`src/rtl/bla_line_drawer.sv`:
```
// rtl/bla_line_drawer.sv - Bresenham line rasteriser emitting one pixel per accepted handshake
//
// Ports:
//   clk        system clock, all state updates on the rising edge
//   rst        synchronous active-high reset
//   draw_en    line request; endpoints are sampled only while idle
//   x0, y0     line start point (unsigned 8-bit)
//   x1, y1     line end point (unsigned 8-bit)
//   pix_ready  downstream accepts the presented pixel this cycle
//   pix_x      current pixel x coordinate
//   pix_y      current pixel y coordinate
//   pix_valid  pix_x/pix_y hold a pixel to be written
//   busy       high whenever a line is being set up, drawn or finished
//   draw_done  one-cycle pulse after the final pixel has been accepted
module bla_line_drawer (
  input  logic       clk,
  input  logic       rst,
  input  logic       draw_en,
  input  logic [7:0] x0,
  input  logic [7:0] y0,
  input  logic [7:0] x1,
  input  logic [7:0] y1,
  input  logic       pix_ready,
  output logic [7:0] pix_x,
  output logic [7:0] pix_y,
  output logic       pix_valid,
  output logic       busy,
  output logic       draw_done
);

  typedef enum logic [1:0] {
    IDLE = 2'd0,
    LOAD = 2'd1,
    PLOT = 2'd2,
    DONE = 2'd3
  } state_t;

  state_t state;
  state_t state_nxt;

  // Endpoints captured when a request is accepted; the live inputs are
  // never looked at again until the block returns to IDLE.
  logic [7:0] end_x0;
  logic [7:0] end_y0;
  logic [7:0] end_x1;
  logic [7:0] end_y1;

  // Bresenham working set. dy is stored already negated so the error
  // update is a pure add in both axes.
  logic signed [9:0] dx;
  logic signed [9:0] dy;
  logic signed [9:0] err;
  logic              step_x_neg;
  logic              step_y_neg;
  logic [7:0]        cur_x;
  logic [7:0]        cur_y;

  logic signed [9:0]  diff_x;
  logic signed [9:0]  diff_y;
  logic signed [9:0]  abs_x;
  logic signed [9:0]  abs_y;
  logic signed [10:0] e2;
  logic signed [10:0] dx_ext;
  logic signed [10:0] dy_ext;
  logic               step_x;
  logic               step_y;
  logic               at_end;
  logic               consume;
  logic signed [9:0]  err_add_x;
  logic signed [9:0]  err_add_y;

  // Differences are formed with two guard bits so that 0-255 and 255-0
  // both fit as signed values before taking the magnitude.
  always_comb begin
    diff_x    = $signed({2'b00, end_x1}) - $signed({2'b00, end_x0});
    diff_y    = $signed({2'b00, end_y1}) - $signed({2'b00, end_y0});
    abs_x     = diff_x[9] ? -diff_x : diff_x;
    abs_y     = diff_y[9] ? -diff_y : diff_y;
    e2        = {err, 1'b0};
    dx_ext    = {dx[9], dx};
    dy_ext    = {dy[9], dy};
    step_x    = (e2 >= dy_ext);
    step_y    = (e2 <= dx_ext);
    at_end    = (cur_x == end_x1) && (cur_y == end_y1);
    consume   = (state == PLOT) && pix_ready;
    err_add_x = step_x ? dy : 10'sd0;
    err_add_y = step_y ? dx : 10'sd0;
  end

  always_ff @(posedge clk) begin
    if (rst) begin
      state <= IDLE;
    end else begin
      state <= state_nxt;
    end
  end

  always_comb begin
    state_nxt = state;
    case (state)
      IDLE: begin
        if (draw_en) begin
          state_nxt = LOAD;
        end
      end
      LOAD: begin
        state_nxt = PLOT;
      end
      PLOT: begin
        if (consume && at_end) begin
          state_nxt = DONE;
        end
      end
      DONE: begin
        state_nxt = IDLE;
      end
      default: begin
        state_nxt = IDLE;
      end
    endcase
  end

  always_ff @(posedge clk) begin
    if (rst) begin
      end_x0     <= 8'd0;
      end_y0     <= 8'd0;
      end_x1     <= 8'd0;
      end_y1     <= 8'd0;
      dx         <= 10'sd0;
      dy         <= 10'sd0;
      err        <= 10'sd0;
      step_x_neg <= 1'b0;
      step_y_neg <= 1'b0;
      cur_x      <= 8'd0;
      cur_y      <= 8'd0;
    end else begin
      case (state)
        IDLE: begin
          if (draw_en) begin
            end_x0 <= x0;
            end_y0 <= y0;
            end_x1 <= x1;
            end_y1 <= y1;
          end
        end
        LOAD: begin
          dx         <= abs_x;
          dy         <= -abs_y;
          err        <= abs_x - abs_y;
          step_x_neg <= !(end_x0 < end_x1);
          step_y_neg <= !(end_y0 < end_y1);
          cur_x      <= end_x0;
          cur_y      <= end_y0;
        end
        PLOT: begin
          // Both axis tests use the error from before this step, so a
          // diagonal move updates err with dx and dy together.
          if (consume && !at_end) begin
            err <= err + err_add_x + err_add_y;
            if (step_x) begin
              cur_x <= step_x_neg ? cur_x - 8'd1 : cur_x + 8'd1;
            end
            if (step_y) begin
              cur_y <= step_y_neg ? cur_y - 8'd1 : cur_y + 8'd1;
            end
          end
        end
        default: begin
        end
      endcase
    end
  end

  assign pix_x     = cur_x;
  assign pix_y     = cur_y;
  assign pix_valid = (state == PLOT);
  assign busy      = (state != IDLE);
  assign draw_done = (state == DONE);

endmodule

```
`config.mk`:
```
export PLATFORM = sky130hd
export DESIGN_NAME = bla_line_drawer
export DESIGN_NICKNAME = d
export VERILOG_FILES = /design/src/rtl/bla_line_drawer.sv
export SDC_FILE = /design/constraint.sdc
export NUM_CORES = 1
export LEC_CHECK = 0
export ABC_CLOCK_PERIOD_IN_PS = 4700
export BUFFER_PORTS_ARGS = -buffer_cell sky130_fd_sc_hd__buf_4
export CAP_MARGIN = 0
export CORE_MARGIN = 1
export CORE_UTILIZATION = 45
export CTS_CLUSTER_SIZE = 8
export DETAILED_ROUTE_END_ITERATION = 12
export PLACE_DENSITY = 0.62
export SLEW_MARGIN = 20
export SYNTH_ARGS = -nofsm -noshare
export SYNTH_HDL_FRONTEND = slang
export SYNTH_SLANG_ARGS = --single-unit
```
`constraint.sdc`:
```
create_clock -name clk -period 4.7 [get_ports clk]
set_input_delay 0.94 -clock clk [delete_from_list [all_inputs] [get_ports clk]]
set_output_delay 0.94 -clock clk [all_outputs]
set_load 0.005 [all_outputs]
```
# Word-level counts from Yosys, hierarchy flattened

Cells that the tools add are included.

Mux-type cells: 17
Order comparisons: 4
Add/sub/neg operators: 12
Equality and inequality tests: 10
Reductions and logical operators: 15

Operator list:

| cell                  | number |
|---|---|
| $mux W10              | 5 |
| $mux W8               | 6 |
| $pmux W8 S2           | 2 |
| $add A10 B10 Y10      | 2 |
| $neg A9 Y10           | 2 |
| $pmux W10 S2          | 1 |
| $sub A8 B8 Y9         | 2 |
| $add A8 B1 Y8 const B | 2 |
| $eq A8 B8 Y1          | 2 |
| $lt A8 B8 Y1          | 2 |
| $sub A8 B1 Y8 const B | 2 |
| $ge A11 B10 Y1        | 1 |
| $le A11 B10 Y1        | 1 |
| $neg A10 Y10          | 1 |
| $sub A10 B10 Y10      | 1 |
| $ne A2 B1 Y1 const B  | 4 |
| $pmux W2 S4           | 1 |
| $reduce_and A2 Y1     | 3 |
| $reduce_and A3 Y1     | 2 |
| $eq A2 B2 Y1 const B  | 2 |
| $logic_and A1 B1 Y1   | 4 |
| $mux W2               | 2 |
| $reduce_bool A2 Y1    | 2 |
| $logic_not A1 Y1      | 3 |
| 3 further kinds       | 3 |

Input port bits: 36
Flip-flop bits (word level): 82
Output and inout bits: 19

# Depth between registers and ports, before layout

Depth in word-level cells: 6
Mapped depth: 21
Gate-level depth less buffers: 21

# Worst setup path before layout

No wires, ideal clock.

Path type: register to register
Start: register dx[1]
End: register err[9]
Data required time: 4608 ps
Cell stages (with the launch flop): 20
Library setup time: 92 ps
Arrival time: 4405 ps
Path slack: 203 ps
Cell sequence: dfxtp_1 inv_1 ha_1 nor2b_1 o21a_1 o21a_1 a2111oi_2 mux2_2 and2_1 fa_1 ha_1 inv_1 fa_1 nor2b_1 o21ai_0 a21boi_0 o21a_1 o41ai_1 xor3_1 o32ai_1

Cells in the longest elaborated chain, start to end: 5

RTL lines:

| what                   | RTL line | source |
|---|---|---|
| from (decl)            | 50       | `logic signed [9:0] dx;` |
| from (signal assigned) | 147      | `dx <= abs_x;` |
| $le A11 B10 Y1         | 83       | `step_y = (e2 <= dx_ext);` |
| $mux W10 (*)           | 87       | `err_add_y = step_y ? dx : 10'sd0;` |
| $add A10 B10 Y10 (*)   | 159      | `err <= err + err_add_x + err_add_y;` |
| $mux W10 (*)           | 158      | `if (consume && !at_end) begin` |
| $pmux W10 S2 (*)       | 137      | `case (state)` |
| to (signal assigned)   | 149      | `err <= abs_x - abs_y;` |
| to (signal assigned)   | 159      |  |
| to (decl)              | 52       | `logic signed [9:0] err;` |

Every way passes the cells marked *; elsewhere a longest branch is shown, timed or not. The select of a mux whose other input is x is not followed.
A chain may end at the register's enable or synchronous reset.

# Worst setup path after layout

Same ends and word-level chain as after synthesis.

==> reports/metrics.csv <==
metric;value;unit
status;completed;
crit_arrival;4700;ps
viasPerCell;5.344;
grt_pass1_vias;5538;
clock-sinks;82;
netlist_area;6706;um^2
ant_nets;0;
antenna_cells;0;
worstSetupStartpointType;flip-flop;
die_area;15400;um^2
die_w;124.1;um
vias;5777;
clk_pin_slew;70;ps
busiest_layer;met2;
yosys_warnings;0;
crit_slowest_cell;fa_1;
synthTopCellsByCount;nand2_1, dfxtp_1, a21oi_1, inv_1, ha_1;
grtUsageMet2;40.50;%
start_util;46.14;%
end_kind;flip-flop;
drv_cap;0;
grt_pass1_wl;27860;um
post_cts_buffers;0;
synth_top_area_share;24.48;%
clock_latency;360;ps
ioPinCount;55;
crit_chain;inv_1 > ha_1 > nor2b_1 > o21a_1 > o21a_1 > a2111oi_4 > mux2_4 > and2_1 > fa_1 > ha_1 > inv_1 > fa_1 > nor2b_1 > o21ai_1 > a21boi_1 > o21a_1 > o41ai_2 > xor3_1 > o32ai_1;
synth_cells;837;
synth_area_leaders;dfxtp_1, ha_1, a21oi_1, nand2_1, fa_1;
avgSynthCellArea;8.012;um^2
io_buffer_count;54;
cpMostUsedCell;o21a_1;
hpwl;13420;um
async_flop_share;0;%
drc_errors;0;
cts-root-buf;clkbuf_16;
clock_path_buffers;2;
synth_flop_cell;dfxtp_1;
worst_path_largest_cell_delay;490;ps
synth_seq_area_share;24.48;%
final_layout_size_suffix_gt1_share;12.49;%
grt.overflow.total;0;
synth.net_count;961;
cts_buffers;9;
critPathKind;flip-flop to flip-flop;
drv_slew;0;
clock.fmax;225.8;MHz
crit_family;compound AO/OA/AOI/OAI gates;
gp_congestion;0.8834;
cts_htree_levels;3;
nNetsFinal;1016;
hp-class;flip-flop to flip-flop;
first_iter_violations;289;
yosys_register_bits;82;
core;14530;um^2
die_height;124.1;um
wl;17260;um
cp_max_fo;6;
met1_usage;30.91;%
gr-usage-met3;4.396;%
skew;10.54;ps
yosysUniqueCellTypes;65;
rows;44;
synthMostInstantiatedCell;nand2_1;
synth_edf_count;0;
setup_violations;0;
required;4970;ps
hold_violations;0;
antenna_found_initial;0;
grt_max_degree;46;
postLayoutCoreUtil;53.02;%
finalCritPeriodShare;94.21;%
wl_per_cell;15.97;um
firstDrtPassIters;5;
slew_headroom;30.88;%
tightest_slew;1034;ps
synth_top_cell_by_area;dfxtp_1;
grt_usage;23.79;%
min_period;4428;ps
crit_buf_inv;2;
cts_hold_buf;0;
syn_to_final_growth;14.91;%
cts_tree;done;
==> kinds of logic (layout without fill, tap and decap cells) <==
kind of cell             count (synthesis)  count (layout)  synth area share [%]
multiplexers                            24              24                 3.657
XOR/XNOR                                64              64                 8.694
AO/OA/AOI/OAI                          203             203                 20.04
buffers and inverters                  112             172                 6.455
flip-flops                              82              82                 24.48
adder cells (fa/ha/maj)                 88              88                 18.10
AND/OR/NAND/NOR                        264             264                 18.58
==> per-layer routing <==
| metal | part of all wire [%] | up-vias |
|---|---|---|
| li1 | - | 3017 |
| met1 | 48 | 2642 |
| met4 | 1.1 | 0 |
| met5 | 0 | - |
| met2 | 47 | 107 |
| met3 | 3.4 | 11 |
==> worst reg2reg max path, stage by stage (launching register included) <==
cell and delay, ps:
dfxtp_1 330, inv_1 50, ha_1 270, nor2b_1 140, o21a_1 160, o21a_1 210
a2111oi_4 390, mux2_4 380, and2_1 180, fa_1 490, ha_1 180, inv_1 60
fa_1 380, nor2b_1 170, o21ai_1 110, a21boi_1 180, o21a_1 170, o41ai_2 70
xor3_1 200, o32ai_1 250
==> repair_timing <==
| action | CTS | global route |
|---|---|---|
| gates cloned | 0 | 0 |
| resized for setup | 3 | 2 |
| pin swaps | 0 | 2 |
| endpoints found under the hold margin | 0 | 0 |
| setup endpoints to repair | 1 | 1 |
==> cells in the final DEF, fill, tap and decap left out, types with 20 or more instances in the layout <==
cell type	netlist	final
nor2_1	67	67
nand2_1	99	99
mux2i_1	22	22
buf_4	1	77
dfxtp_1	82	82
a211oi_1	20	20
xnor2_1	34	34
ha_1	73	73
xor2_1	28	28
a21oi_1	79	79
inv_1	79	79
o21ai_0	28	27
==> stage by stage <==
stage	area (um^2)	instances	setup TNS (ps)	hold WS, ps	worst slack (ps)
6_report	7706	1081	0	460.2	272.2
3_5_place_dp	7378	1065	-118.4	453.1	-118.4
4_1_cts	7697	1081	0	462.6	35.81
3_3_place_gp	7378	1065	0	447.4	46.70
5_1_grt	7706	1081	-2.232	493.1	-2.232
2_1_floorplan	6706	837	0	436.3	203.2
==> sequential cells by signal (all words and copies together) (netlist names) <==
register and count:
state 2, pix_y 8, end_x0 8, pix_x 8, step_x_neg 1, dx 10, end_y1 8, step_y_neg 1
end_y0 8, end_x1 8, dy 10, err 10
==> path summary, 6_finish.rpt <==
path	start	to	slack, ps	cells after the start
hold / removal	end_y0[7]$_SDFFE_PP0P_	end_y0[7]$_SDFFE_PP0P_	460	2
hold reg to reg	end_y0[7]$_SDFFE_PP0P_	end_y0[7]$_SDFFE_PP0P_	460	2
setup reg to reg	dx[1]$_SDFFE_PP0N_	err[9]$_SDFFE_PP0P_	270	19
setup / recovery	dx[1]$_SDFFE_PP0N_	err[9]$_SDFFE_PP0P_	270	19
==> layout make-up <==
type | count | area (um^2)
Inverter | 79 | 296.5
Multi-Input combinational cell | 643 | 4657
Sequential cell | 82 | 1642
Tap cell | 184 | 230.2
Fill cell | 1452 | 6828
Clock inverter | 6 | 73.82
Clock buffer | 10 | 229.0
Timing Repair Buffer | 77 | 578.1
Power is left out: the tool's default activity adds up to more than one toggle a clock period on the data nets, which glitch-free logic cannot reach.
